--- src/rtl/conv_job_sched_pkg.sv ---
// Shared types and constants for the conv engine job scheduler.
package conv_job_sched_pkg;

    // One-hot, matching the conv engine's own state encoding.
    typedef enum logic [5:0] {
        ST_IDLE      = 6'b000001,
        ST_FETCH     = 6'b000010,
        ST_LAUNCH    = 6'b000100,
        ST_WAIT_ACK  = 6'b001000,
        ST_WAIT_DONE = 6'b010000,
        ST_DONE      = 6'b100000
    } state_e;

    typedef enum logic [1:0] {
        WD_IDLE,
        WD_ACK,
        WD_BUSY
    } wd_phase_e;

    localparam logic [15:0] TERMINATOR = 16'hFFFF;
    localparam int          DESC_WORDS = 3;

    function automatic logic [11:0] desc_addr(input logic [11:0] base, input logic [1:0] offs);
        return base + 12'(offs);
    endfunction

endpackage

--- src/rtl/conv_job_sched_if.sv ---
// Host control, descriptor SRAM read port and conv engine pins of the job scheduler.
interface conv_job_sched_if;
    logic        host_run;
    logic        host_busy;
    logic        host_done;
    logic        host_err;
    logic [4:0]  host_jobs;
    logic [11:0] desc_read_address;
    logic [15:0] desc_read_data;
    logic        eng_run;
    logic        eng_busy;
    logic [11:0] eng_in_base;
    logic [11:0] eng_wmem_addr;
    logic [11:0] eng_out_base;

    modport master (
        input  host_run, desc_read_data, eng_busy,
        output host_busy, host_done, host_err, host_jobs, desc_read_address,
               eng_run, eng_in_base, eng_wmem_addr, eng_out_base
    );

    modport slave (
        output host_run, desc_read_data, eng_busy,
        input  host_busy, host_done, host_err, host_jobs, desc_read_address,
               eng_run, eng_in_base, eng_wmem_addr, eng_out_base
    );
endinterface

--- src/rtl/conv_job_sched_job_watchdog.sv ---
// Engine handshake watchdog: ack window after start, then busy-length limit.
module job_watchdog
    import conv_job_sched_pkg::*;
#(
    parameter int ACK_WINDOW = 4,
    parameter int TIMEOUT    = 1023
) (
    input  logic clk,
    input  logic reset,
    input  logic start,
    input  logic ack,
    input  logic busy,
    output logic ack_err,
    output logic to_err
);

    localparam int CW = $clog2((TIMEOUT > ACK_WINDOW ? TIMEOUT : ACK_WINDOW) + 1);

    wd_phase_e       phase_q, phase_d;
    logic [CW-1:0]   cnt_q, cnt_d;

    // The start cycle is the first cycle of the ack window and the ack cycle is
    // the first busy cycle, so both loads are one less than the limit.
    always_comb begin
        phase_d = phase_q;
        cnt_d   = cnt_q;
        ack_err = 1'b0;
        to_err  = 1'b0;
        if (start) begin
            phase_d = WD_ACK;
            cnt_d   = CW'(ACK_WINDOW - 1);
        end else begin
            case (phase_q)
                WD_ACK: begin
                    if (ack) begin
                        phase_d = WD_BUSY;
                        cnt_d   = CW'(TIMEOUT - 1);
                    end else if (cnt_q <= CW'(1)) begin
                        ack_err = 1'b1;
                        phase_d = WD_IDLE;
                    end else begin
                        cnt_d = cnt_q - CW'(1);
                    end
                end
                WD_BUSY: begin
                    if (!busy) begin
                        phase_d = WD_IDLE;
                    end else if (cnt_q <= CW'(1)) begin
                        to_err  = 1'b1;
                        phase_d = WD_IDLE;
                    end else begin
                        cnt_d = cnt_q - CW'(1);
                    end
                end
                default: ;
            endcase
        end
    end

    always_ff @(posedge clk) begin
        if (reset) begin
            phase_q <= WD_IDLE;
            cnt_q   <= '0;
        end else begin
            phase_q <= phase_d;
            cnt_q   <= cnt_d;
        end
    end

endmodule

--- src/rtl/conv_job_sched.sv ---
// Walks the descriptor list, programs the conv engine per job and runs it to completion.
//   state     | meaning
//   IDLE      | waiting for host_run
//   FETCH     | 4-cycle read of the 3-word descriptor (fc = 0..3)
//   LAUNCH    | new bases on eng_*, eng_run pulse
//   WAIT_ACK  | waiting for eng_busy to rise
//   WAIT_DONE | waiting for eng_busy to fall
//   DONE      | host_done pulse
module conv_job_sched
    import conv_job_sched_pkg::*;
#(
    parameter logic [11:0] DESC_BASE  = 12'h000,
    parameter int          MAX_JOBS   = 16,
    parameter int          ACK_WINDOW = 4,
    parameter int          TIMEOUT    = 1023
) (
    input  logic              clk,
    input  logic              reset,
    conv_job_sched_if.master  bus
);

    state_e      state_q, state_d;
    logic [1:0]  fc_q, fc_d;
    logic [11:0] ptr_q, ptr_d, addr_q, addr_d;
    logic [11:0] w0_q, w0_d, w1_q, w1_d;
    logic [11:0] in_q, in_d, wmem_q, wmem_d, out_q, out_d;
    logic [4:0]  jobs_q, jobs_d, jobs_inc;
    logic        err_q, err_d;
    logic        ack_err, to_err;

    assign jobs_inc = jobs_q + 5'd1;

    job_watchdog #(
        .ACK_WINDOW (ACK_WINDOW),
        .TIMEOUT    (TIMEOUT)
    ) u_watchdog (
        .clk     (clk),
        .reset   (reset),
        .start   (state_q == ST_LAUNCH),
        .ack     (bus.eng_busy),
        .busy    (bus.eng_busy),
        .ack_err (ack_err),
        .to_err  (to_err)
    );

    always_comb begin
        state_d = state_q;
        fc_d    = fc_q;
        ptr_d   = ptr_q;
        addr_d  = addr_q;
        w0_d    = w0_q;
        w1_d    = w1_q;
        in_d    = in_q;
        wmem_d  = wmem_q;
        out_d   = out_q;
        jobs_d  = jobs_q;
        err_d   = err_q;
        case (state_q)
            ST_IDLE: begin
                if (bus.host_run) begin
                    ptr_d   = DESC_BASE;
                    addr_d  = DESC_BASE;
                    fc_d    = 2'd0;
                    jobs_d  = '0;
                    err_d   = 1'b0;
                    state_d = ST_FETCH;
                end
            end
            ST_FETCH: begin
                fc_d = fc_q + 2'd1;
                if (fc_q < 2'd2) addr_d = desc_addr(ptr_q, fc_q + 2'd1);
                // Read data lags the address by one cycle: word fc-1 arrives at fc.
                case (fc_q)
                    2'd0: ;
                    2'd1: begin
                        if (bus.desc_read_data == TERMINATOR) state_d = ST_DONE;
                        else                                  w0_d    = bus.desc_read_data[11:0];
                    end
                    2'd2: w1_d = bus.desc_read_data[11:0];
                    default: begin
                        in_d    = w0_q;
                        wmem_d  = w1_q;
                        out_d   = bus.desc_read_data[11:0];
                        ptr_d   = ptr_q + 12'(DESC_WORDS);
                        state_d = ST_LAUNCH;
                    end
                endcase
            end
            ST_LAUNCH: state_d = ST_WAIT_ACK;
            ST_WAIT_ACK: begin
                if (ack_err) begin
                    err_d   = 1'b1;
                    state_d = ST_DONE;
                end else if (bus.eng_busy) begin
                    state_d = ST_WAIT_DONE;
                end
            end
            ST_WAIT_DONE: begin
                if (!bus.eng_busy) begin
                    jobs_d = jobs_inc;
                    if (jobs_inc == 5'(MAX_JOBS)) begin
                        state_d = ST_DONE;
                    end else begin
                        fc_d    = 2'd0;
                        addr_d  = ptr_q;
                        state_d = ST_FETCH;
                    end
                end else if (to_err) begin
                    err_d   = 1'b1;
                    state_d = ST_DONE;
                end
            end
            ST_DONE: state_d = ST_IDLE;
            default: state_d = ST_IDLE;
        endcase
    end

    always_ff @(posedge clk) begin
        if (reset) begin
            state_q <= ST_IDLE;
            fc_q    <= 2'd0;
            ptr_q   <= DESC_BASE;
            addr_q  <= DESC_BASE;
            w0_q    <= '0;
            w1_q    <= '0;
            in_q    <= '0;
            wmem_q  <= '0;
            out_q   <= '0;
            jobs_q  <= '0;
            err_q   <= 1'b0;
        end else begin
            state_q <= state_d;
            fc_q    <= fc_d;
            ptr_q   <= ptr_d;
            addr_q  <= addr_d;
            w0_q    <= w0_d;
            w1_q    <= w1_d;
            in_q    <= in_d;
            wmem_q  <= wmem_d;
            out_q   <= out_d;
            jobs_q  <= jobs_d;
            err_q   <= err_d;
        end
    end

    assign bus.host_busy         = !(state_q inside {ST_IDLE, ST_DONE});
    assign bus.host_done         = (state_q == ST_DONE);
    assign bus.host_err          = err_q;
    assign bus.host_jobs         = jobs_q;
    assign bus.desc_read_address = addr_q;
    assign bus.eng_run           = (state_q == ST_LAUNCH);
    assign bus.eng_in_base       = in_q;
    assign bus.eng_wmem_addr     = wmem_q;
    assign bus.eng_out_base      = out_q;

endmodule
--- src/flat_wrapper.sv ---
// flat-port wrapper written by rule: the top's interface ports become plain ports
module conv_job_sched_flat import conv_job_sched_pkg::*;
#(
    parameter logic [11:0] DESC_BASE  = 12'h000,
    parameter int          MAX_JOBS   = 16,
    parameter int          ACK_WINDOW = 4,
    parameter int          TIMEOUT    = 1023
)
  (clk, reset, bus_host_run, bus_desc_read_data, bus_eng_busy, bus_host_busy, bus_host_done, bus_host_err, bus_host_jobs, bus_desc_read_address, bus_eng_run, bus_eng_in_base, bus_eng_wmem_addr, bus_eng_out_base);
  conv_job_sched_if bus_i ();
  input  logic clk;
  input  logic reset;
  input wire logic [$bits(bus_i.host_run)-1:0] bus_host_run;
  input wire logic [$bits(bus_i.desc_read_data)-1:0] bus_desc_read_data;
  input wire logic [$bits(bus_i.eng_busy)-1:0] bus_eng_busy;
  output wire logic [$bits(bus_i.host_busy)-1:0] bus_host_busy;
  output wire logic [$bits(bus_i.host_done)-1:0] bus_host_done;
  output wire logic [$bits(bus_i.host_err)-1:0] bus_host_err;
  output wire logic [$bits(bus_i.host_jobs)-1:0] bus_host_jobs;
  output wire logic [$bits(bus_i.desc_read_address)-1:0] bus_desc_read_address;
  output wire logic [$bits(bus_i.eng_run)-1:0] bus_eng_run;
  output wire logic [$bits(bus_i.eng_in_base)-1:0] bus_eng_in_base;
  output wire logic [$bits(bus_i.eng_wmem_addr)-1:0] bus_eng_wmem_addr;
  output wire logic [$bits(bus_i.eng_out_base)-1:0] bus_eng_out_base;
  assign bus_i.host_run = bus_host_run;
  assign bus_i.desc_read_data = bus_desc_read_data;
  assign bus_i.eng_busy = bus_eng_busy;
  assign bus_host_busy = bus_i.host_busy;
  assign bus_host_done = bus_i.host_done;
  assign bus_host_err = bus_i.host_err;
  assign bus_host_jobs = bus_i.host_jobs;
  assign bus_desc_read_address = bus_i.desc_read_address;
  assign bus_eng_run = bus_i.eng_run;
  assign bus_eng_in_base = bus_i.eng_in_base;
  assign bus_eng_wmem_addr = bus_i.eng_wmem_addr;
  assign bus_eng_out_base = bus_i.eng_out_base;
  conv_job_sched #(.DESC_BASE(DESC_BASE), .MAX_JOBS(MAX_JOBS), .ACK_WINDOW(ACK_WINDOW), .TIMEOUT(TIMEOUT)) u_core (.clk(clk), .reset(reset), .bus(bus_i));
endmodule
--- config.mk ---
export PLATFORM = sky130hd
export DESIGN_NAME = conv_job_sched_flat
export DESIGN_NICKNAME = d
export VERILOG_FILES = /design/src/rtl/conv_job_sched_pkg.sv /design/src/rtl/conv_job_sched_if.sv /design/src/rtl/conv_job_sched_job_watchdog.sv /design/src/rtl/conv_job_sched.sv /design/src/flat_wrapper.sv
export SDC_FILE = /design/constraint.sdc
export NUM_CORES = 1
export LEC_CHECK = 0
export ABC_AREA = 1
export BUFFER_PORTS_ARGS = -buffer_cell sky130_fd_sc_hd__buf_2
export CORE_ASPECT_RATIO = 1.1
export CORE_MARGIN = 5
export CORE_UTILIZATION = 30
export DETAILED_ROUTE_END_ITERATION = 10
export SLEW_MARGIN = 20
export SYNTH_ARGS = -nofsm -noshare
export SYNTH_HDL_FRONTEND = slang
export SYNTH_SLANG_ARGS = --single-unit
--- constraint.sdc ---
create_clock -name clk -period 4.2 [get_ports clk]
set_clock_uncertainty 0.05 [all_clocks]
set_input_delay 0.42 -clock clk [delete_from_list [all_inputs] [get_ports clk]]
set_output_delay 0.42 -clock clk [all_outputs]
set_load 0.005 [all_outputs]
## Word-level counts from Yosys, hierarchy flattened

Index checks and enable logic that the tools add are counted.

| word-level totals | value |
|---|---|
| register bits | 110 |
| input bits | 20 |
| output and inout port bits | 57 |
| logic and storage cells | 118 |

| cells by class | value |
|---|---|
| add/sub/neg operators | 5 |
| order comparisons | 2 |
| equal/unequal tests | 26 |
| mux-type cells | 45 |
| bitwise operators | 2 |
| reduce and logical (&&, ||, !) cells | 23 |

Operators by type and width:

| operator | count |
|---|---|
| 12-bit two-way mux | 5 |
| 6-bit two-way mux | 7 |
| 12-bit case mux with 3 select lines | 1 |
| 10-bit two-way mux | 3 |
| 6-bit case mux with 5 select lines | 1 |
| 12-bit case mux with 2 select lines | 1 |
| 10-bit case mux with 2 select lines | 1 |
| 16-bit equality test, second input constant | 1 |
| 5-bit AND reduction | 3 |
| 2-bit two-way mux | 7 |
| 2-bit != test, second input constant | 7 |
| 12-bit by 2-bit adder with 12-bit output | 1 |
| 12-bit by 2-bit adder with 12-bit output, second input constant | 1 |
| 1-bit two-way mux | 12 |
| 6-bit case mux with 2 select lines | 1 |
| 10-bit by 1-bit less-or-equal comparator with 1-bit output, second input constant | 1 |
| 5-bit two-way mux | 2 |
| 5-bit case mux with 2 select lines | 1 |
| 10-bit by 1-bit subtractor with 10-bit output, second input constant | 1 |
| 3-bit by 2-bit != test with 1-bit output, second input constant | 3 |
| 3-bit AND reduction | 3 |
| 3-bit nonzero test | 3 |
| 2-bit AND reduction | 4 |
| 2-bit nonzero test | 4 |
| other kinds (23) | 29 |

## Logic depth before layout (Yosys ltp)

| logic depth | value |
|---|---|
| depth in word-level cells | 8 |
| mapped depth | 12 |
| mapped depth without buffers | 12 |

## Cells and area by module

A second synthesis with hierarchy kept.

| second synthesis, totals | value |
|---|---|
| cells, all modules | 805 |
| area, all modules | 5444.0 um^2 |

By module, submodules not included:

| module | times used | cells an instance | area each (um^2) | sequential area each (um^2) |
|---|---|---|---|---|
| conv_job_sched | 1 | 679 | 4585.6 | 1961.9 |
| job_watchdog | 1 | 126 | 858.3 | 240.2 |

## Worst setup path before layout

OpenSTA, ideal clock, no wires.

| path | value |
|---|---|
| kind | register to register |
| start | reg u_core.fc_q[0] |
| end | reg u_core.addr_q[10] (netlist: u_core.bus.desc_read_address[10]) |
| setup time | 113 ps |
| data arrival time | 1916 ps |
| data required time | 4037 ps |
| setup slack | 2121 ps |
| stages on the path, launching flop included | 13 |
| buffers on the path | 0 |
| clock period less this slack | 2079 ps |
| cells stage by stage | dfxtp_1 inv_1 ha_1 inv_1 fa_1 nor2_1 nand2_1 nor2_1 nand3_1 nand3_1 o21ai_0 nor2_1 nor2_1 |

| on the way | value |
|---|---|
| word-level cells in the longest chain between the ends | 4 |
| elaborated cells between the ends (all ways) | 7 |
| those cells by class | 2 x add/sub; 1 x order compare; 1 x eq/ne; 2 x mux; 1 x reduce/logical |

RTL lines:

| item | line | RTL |
|---|---|---|
| start, declared | conv_job_sched.sv:23 | `logic [1:0] fc_q, fc_d;` |
| start signal, assigned | conv_job_sched.sv:121 | `fc_q <= 2'd0;` |
| start signal, assigned | conv_job_sched.sv:133 | `fc_q <= fc_d;` |
| 2-bit by 1-bit adder with 2-bit output | conv_job_sched.sv:71 | `if (fc_q < 2'd2) addr_d = desc_addr(ptr_q, fc_q + 2'd1);` |
| 12-bit by 2-bit adder with 12-bit output | conv_job_sched_pkg.sv:24 | `return base + 12'(offs);` |
| 12-bit two-way mux | conv_job_sched.sv:71 |  |
| 12-bit case mux with 3 select lines | conv_job_sched.sv:58 | `case (state_q)` |
| end signal, assigned | conv_job_sched.sv:135 | `addr_q <= addr_d;` |
| end, declared | conv_job_sched.sv:24 | `logic [11:0] ptr_q, ptr_d, addr_q, addr_d;` |

Several ways; a longest one is shown, not always the timed one. The select of a mux whose other input is x is not followed.
A chain may end at the register's enable or synchronous reset.

## Final worst setup path

| path | value |
|---|---|
| start | reg u_core.state_q[4] |
| end | reg u_core.state_q[1] |

| on the way | value |
|---|---|
| word-level cells in the longest chain between the ends | 4 |
| elaborated cells between the ends (all ways) | 15 |
| those cells by class | 10 x eq/ne; 4 x mux; 1 x reduce/logical |

RTL lines:

| item | line | RTL |
|---|---|---|
| start, declared | conv_job_sched.sv:22 | `state_e state_q, state_d;` |
| start signal, assigned | conv_job_sched.sv:132 | `state_q <= state_d;` |
| 6-bit by 3-bit equality test with 1-bit output | conv_job_sched.sv:39, conv_job_sched.sv:58 |  |
| 1-bit two-way mux | conv_job_sched_job_watchdog.sv:29 | `if (start) begin` |
| 3-bit by 2-bit != test with 1-bit output (no source line) or 6-bit two-way mux (tied branches) | n/a |  |
| 5-bit AND reduction (no source line) or 6-bit case mux with 5 select lines (tied branches) | n/a |  |

Several ways; a longest one is shown, not always the timed one.

==> summary.md <==
| Metric | Value |
|---|---|
| Int Pwr | `0.00186 W` |
| Placer Congestion | `0.875` |
| Final max-slew violation count | `0` |
| Htree depth | `3` |
| Pwr per Cell Area | `between 400 and 500 mW/mm²` |
| Clock buffer depth | `2` |
| Slew headroom | `0.591` |
| Top cells by count, synth | `185 x nor2_1, 132 x nand2_1, 110 x dfxtp_1, 88 x o21ai_0, 79 x inv_1` |
| Ant. Diodes | `0` |
| Maximum vdd ir drop | `0.221 mV` |
| Post-CTS Repair Setup Buffers | `0` |
| Critical R2R Capture | `u_core.state_q[1]` |
| Post-synthesis cell area | `0.00530 mm²` |
| Initial core utilization | `0.302` |
| Layout cells sized above 1 | `0.143` |
| Avg Inst Size Synth | `a little under 7 µm²` |
| Power share of the clock group | `0.317` |
| Max Cap Viol | `0` |
| Count leader, synth | `nor2_1` |
| Die width | `137 µm` |
| Clock transition at the registers of the reported paths | `around 0.080 ns` |
| Main synth FF type | `dfxtp_1` |
| Routed vias | `4937` |
| Worst Hold Margin | `between 0.3 and 0.4 ns` |
| Fmax | `413 MHz` |
| Worst-path fanout max | `21` |
| Worst setup path endpoint | `u_core.state_q[1]` |
| Setup TNS after final layout | `0 ns` |
| Synth area leaders | `dfxtp_1 42%, nor2_1 13%, nand2_1 9.4%, o21ai_0 8.3%, inv_1 5.6%` |
| Crit Path Class | `register to register` |
| Ys async rst share | `0` |
| Switching pwr | `0.000993 W` |
| Yosys cell types | `39` |
| Site row count | `51` |
| Crit path from | `u_core.state_q[4]` |
| CP cell instances | `nor2_4 > nand2_2 > nor2_4 > nand2_1 > nor2_1 > nor2_1 > nand3_1 > nand2_1 > nand2_1 > nor2_1` |
| CTS tree | `done` |
| Syn. warnings | `0` |
| Area Overhead vs Synth | `16.0%` |
| Least-Margin Pin Slew | `0.613 ns` |
| Syn Inst Count | `773` |
| Setup-failing EPs final | `0` |
| WP data arrival | `approximately 2.6 ns` |
| CORE AREA | `~0.018 mm²` |
| Nets@finish | `867` |
| Final wirelength | `13600 µm` |
| Avg Vias per Cell | `~4.6` |
| Final Hold Vio Count | `0` |
| Reg-to-reg slack, setup | `1.78 ns` |
| CP Data Required Time | `4.40 ns` |
| Final worst-path cycle share | `0.576` |
| Largest net degree at the start of global routing | `45` |
| CTS resizes | `0` |
| Leakage | `around 2.7 nW` |
| Aggregate global routing overflow | `0` |
| DR WL/cell | `12.6 µm` |
| Initial antenna violation count | `1` |
| I/O pin cnt | `77` |
| Critical path's largest stage delay | `0.52 ns` |
| Fraction of the yosys area taken by sequential cells | `0.416` |
| Global-route usage over all layers | `0.135` |
| First-pass GRT wire length | `22300 µm` |
| Die footprint | `0.0204 mm²` |
| Reg2reg start | `u_core.state_q[4]` |
| Fillers | `1922` |
| Num CTS Buffers | `9` |
| Synth Register Bits | `110` |
| HPWL Detailed | `around 10000 µm` |
| CTS Hold Bufs | `0` |
| Post-Syn Nets | `around 810` |
| Cell taking the most area after synthesis | `dfxtp_1` |
| Initial DRC Count | `329` |
| Hold crit path type | `input pin to register` |
| Sink Count | `110` |
| Clk_lat worst skew | `between 0.3 and 0.4 ns` |
| Critical-path top delay cell | `nor2_1` |
| Post-synth EDFFs | `0` |
| Min cycle time layout | `2.42 ns` |
| DRC | `0` |
| Clock Tree Root | `clkbuf_16` |
| Seq pwr share | `0.418` |
| Switch share | `0.348` |
| Pre-antenna DRT Iters | `4` |
| Die Y | `149 µm` |
| Buffers on Ports | `76` |
| Outcome | `complete, no violations` |
| Worst Setup End Kind | `register` |
| Setup crit start kind | `register` |
| Antenna violation net count after detailed routing | `0` |
| Post-synth top area share | `0.416` |
| Unrepaired setup endpoints after global routing | `no` |
| Number of global-route vias before repair | `4592` |
| Comb pwr share | `0.265` |
| Worst reg-to-reg path cell count | `10` |
==> cells by family after synthesis <==
| group | synth area share |
|---|---|
| flip-flops | 0.416 |
| XOR/XNOR | 0.00496 |
| adder cells (fa/ha/maj) | 0.0321 |
| AND/OR/NAND/NOR | 0.313 |
| buffers and inverters | 0.0897 |
| AO/OA/AOI/OAI | 0.144 |
==> worst max-delay path, delay by kind of cell (launching register included) <==
family / cells / cell delay [ns]
AND/OR/NAND/NOR: 10 / 1.91
flip-flops: 1 / 0.35
==> per-stage QoR <==
stage               cells  power (W)  setup slack [ns]  utilization  instance area [µm²]
detailed placement   1061    0.00197              1.78        0.332                 5830
global placement     1061    0.00197              1.85        0.332                 5830
floorplan             773    0.00179              2.12            -                 5300
finish               1077    0.00286              1.78        0.350                 6140
CTS                  1077    0.00289              1.76        0.350                 6140
global route         1077    0.00305              1.45        0.350                 6140
==> layout make-up <==
class / count / area (µm²) / share of cell area
multi-input combinational: 551 / 2620 / 0.427
clock buffer: 9 / 225 / 0.0367
sequential: 110 / 2200 / 0.358
timing repair buffer: 77 / 388 / 0.0631
clock inverter: 7 / 86.3 / 0.0141
inverter: 85 / 324 / 0.0527
tap: 238 / 298 / 0.0485
==> flip-flops by register name, indices dropped and copies added, names as in the netlist <==
name and cells:
u_core.bus.desc_read_address 12, u_core.bus.eng_in_base 12, u_core.bus.eng_out_base 12, u_core.bus.eng_wmem_addr 12
u_core.bus.host_err 1, u_core.bus.host_jobs 5, u_core.fc_q 2, u_core.ptr_q 12
u_core.state_q 6, u_core.u_watchdog.cnt_q 10, u_core.u_watchdog.phase_q 2, u_core.w0_q 12
u_core.w1_q 12
==> per-layer routing <==
| metal | wire length (µm) | part of all wire | global-route usage |
|---|---|---|---|
| met1 | 6190 | 0.45 | 0.174 |
| met2 | 6410 | 0.47 | 0.226 |
| met3 | 781 | 0.057 | 0.0280 |
| met4 | 223 | 0.016 | 0.0459 |
| met5 | 7 | 0.00051 | 0 |
==> power groups by stage <==
stage | Combinational (W) | Clock (W) | Sequential (W)
finish | 0.000757 | 0.000904 | 0.00119
global route | 0.000871 | 0.000973 | 0.00121
CTS | 0.000763 | 0.000933 | 0.00119
detailed placement | 0.000757 | 0 | 0.00122
global placement | 0.000754 | 0 | 0.00122
floorplan | 0.000574 | 0 | 0.00121
==> cells in the final DEF, fill, tap and decap left out, types with 2 or more instances in the layout <==
cell type | Yosys | layout
a21oi_1 | 39 | 39
nand2_2 | 3 | 3
nor3_1 | 6 | 6
or2_2 | 3 | 3
dfxtp_1 | 110 | 110
ha_1 | 12 | 12
buf_2 | 4 | 76
nand2_4 | 3 | 3
inv_2 | 4 | 5
nand2_1 | 132 | 132
inv_6 | 1 | 3
inv_8 | 0 | 2
nand4_1 | 16 | 16
inv_1 | 79 | 78
nor2_2 | 2 | 2
o21bai_1 | 2 | 2
o21ai_0 | 88 | 88
o31ai_1 | 2 | 2
o22ai_1 | 3 | 3
clkbuf_16 | 0 | 9
nor2_4 | 4 | 4
xor2_1 | 3 | 3
o21ai_2 | 2 | 2
nor2_1 | 185 | 185
a31oi_1 | 2 | 2
nand3_1 | 33 | 33
==> worst min-delay path by stage <==
stage,start,to,slack (ns),cells after the start
floorplan,u_core.w0_q[10],u_core.bus.eng_in_base[10],0.38,2
global placement,u_core.bus.host_err,u_core.bus.host_err,0.39,2
detailed placement,u_core.bus.host_err,u_core.bus.host_err,0.40,2
CTS,bus_desc_read_data[11],u_core.w0_q[11],0.30,3
global route,bus_desc_read_data[11],u_core.w0_q[11],0.30,3
finish,bus_desc_read_data[11],u_core.w0_q[11],0.30,3
No activity file was read; power rests on OpenSTA's default activity.
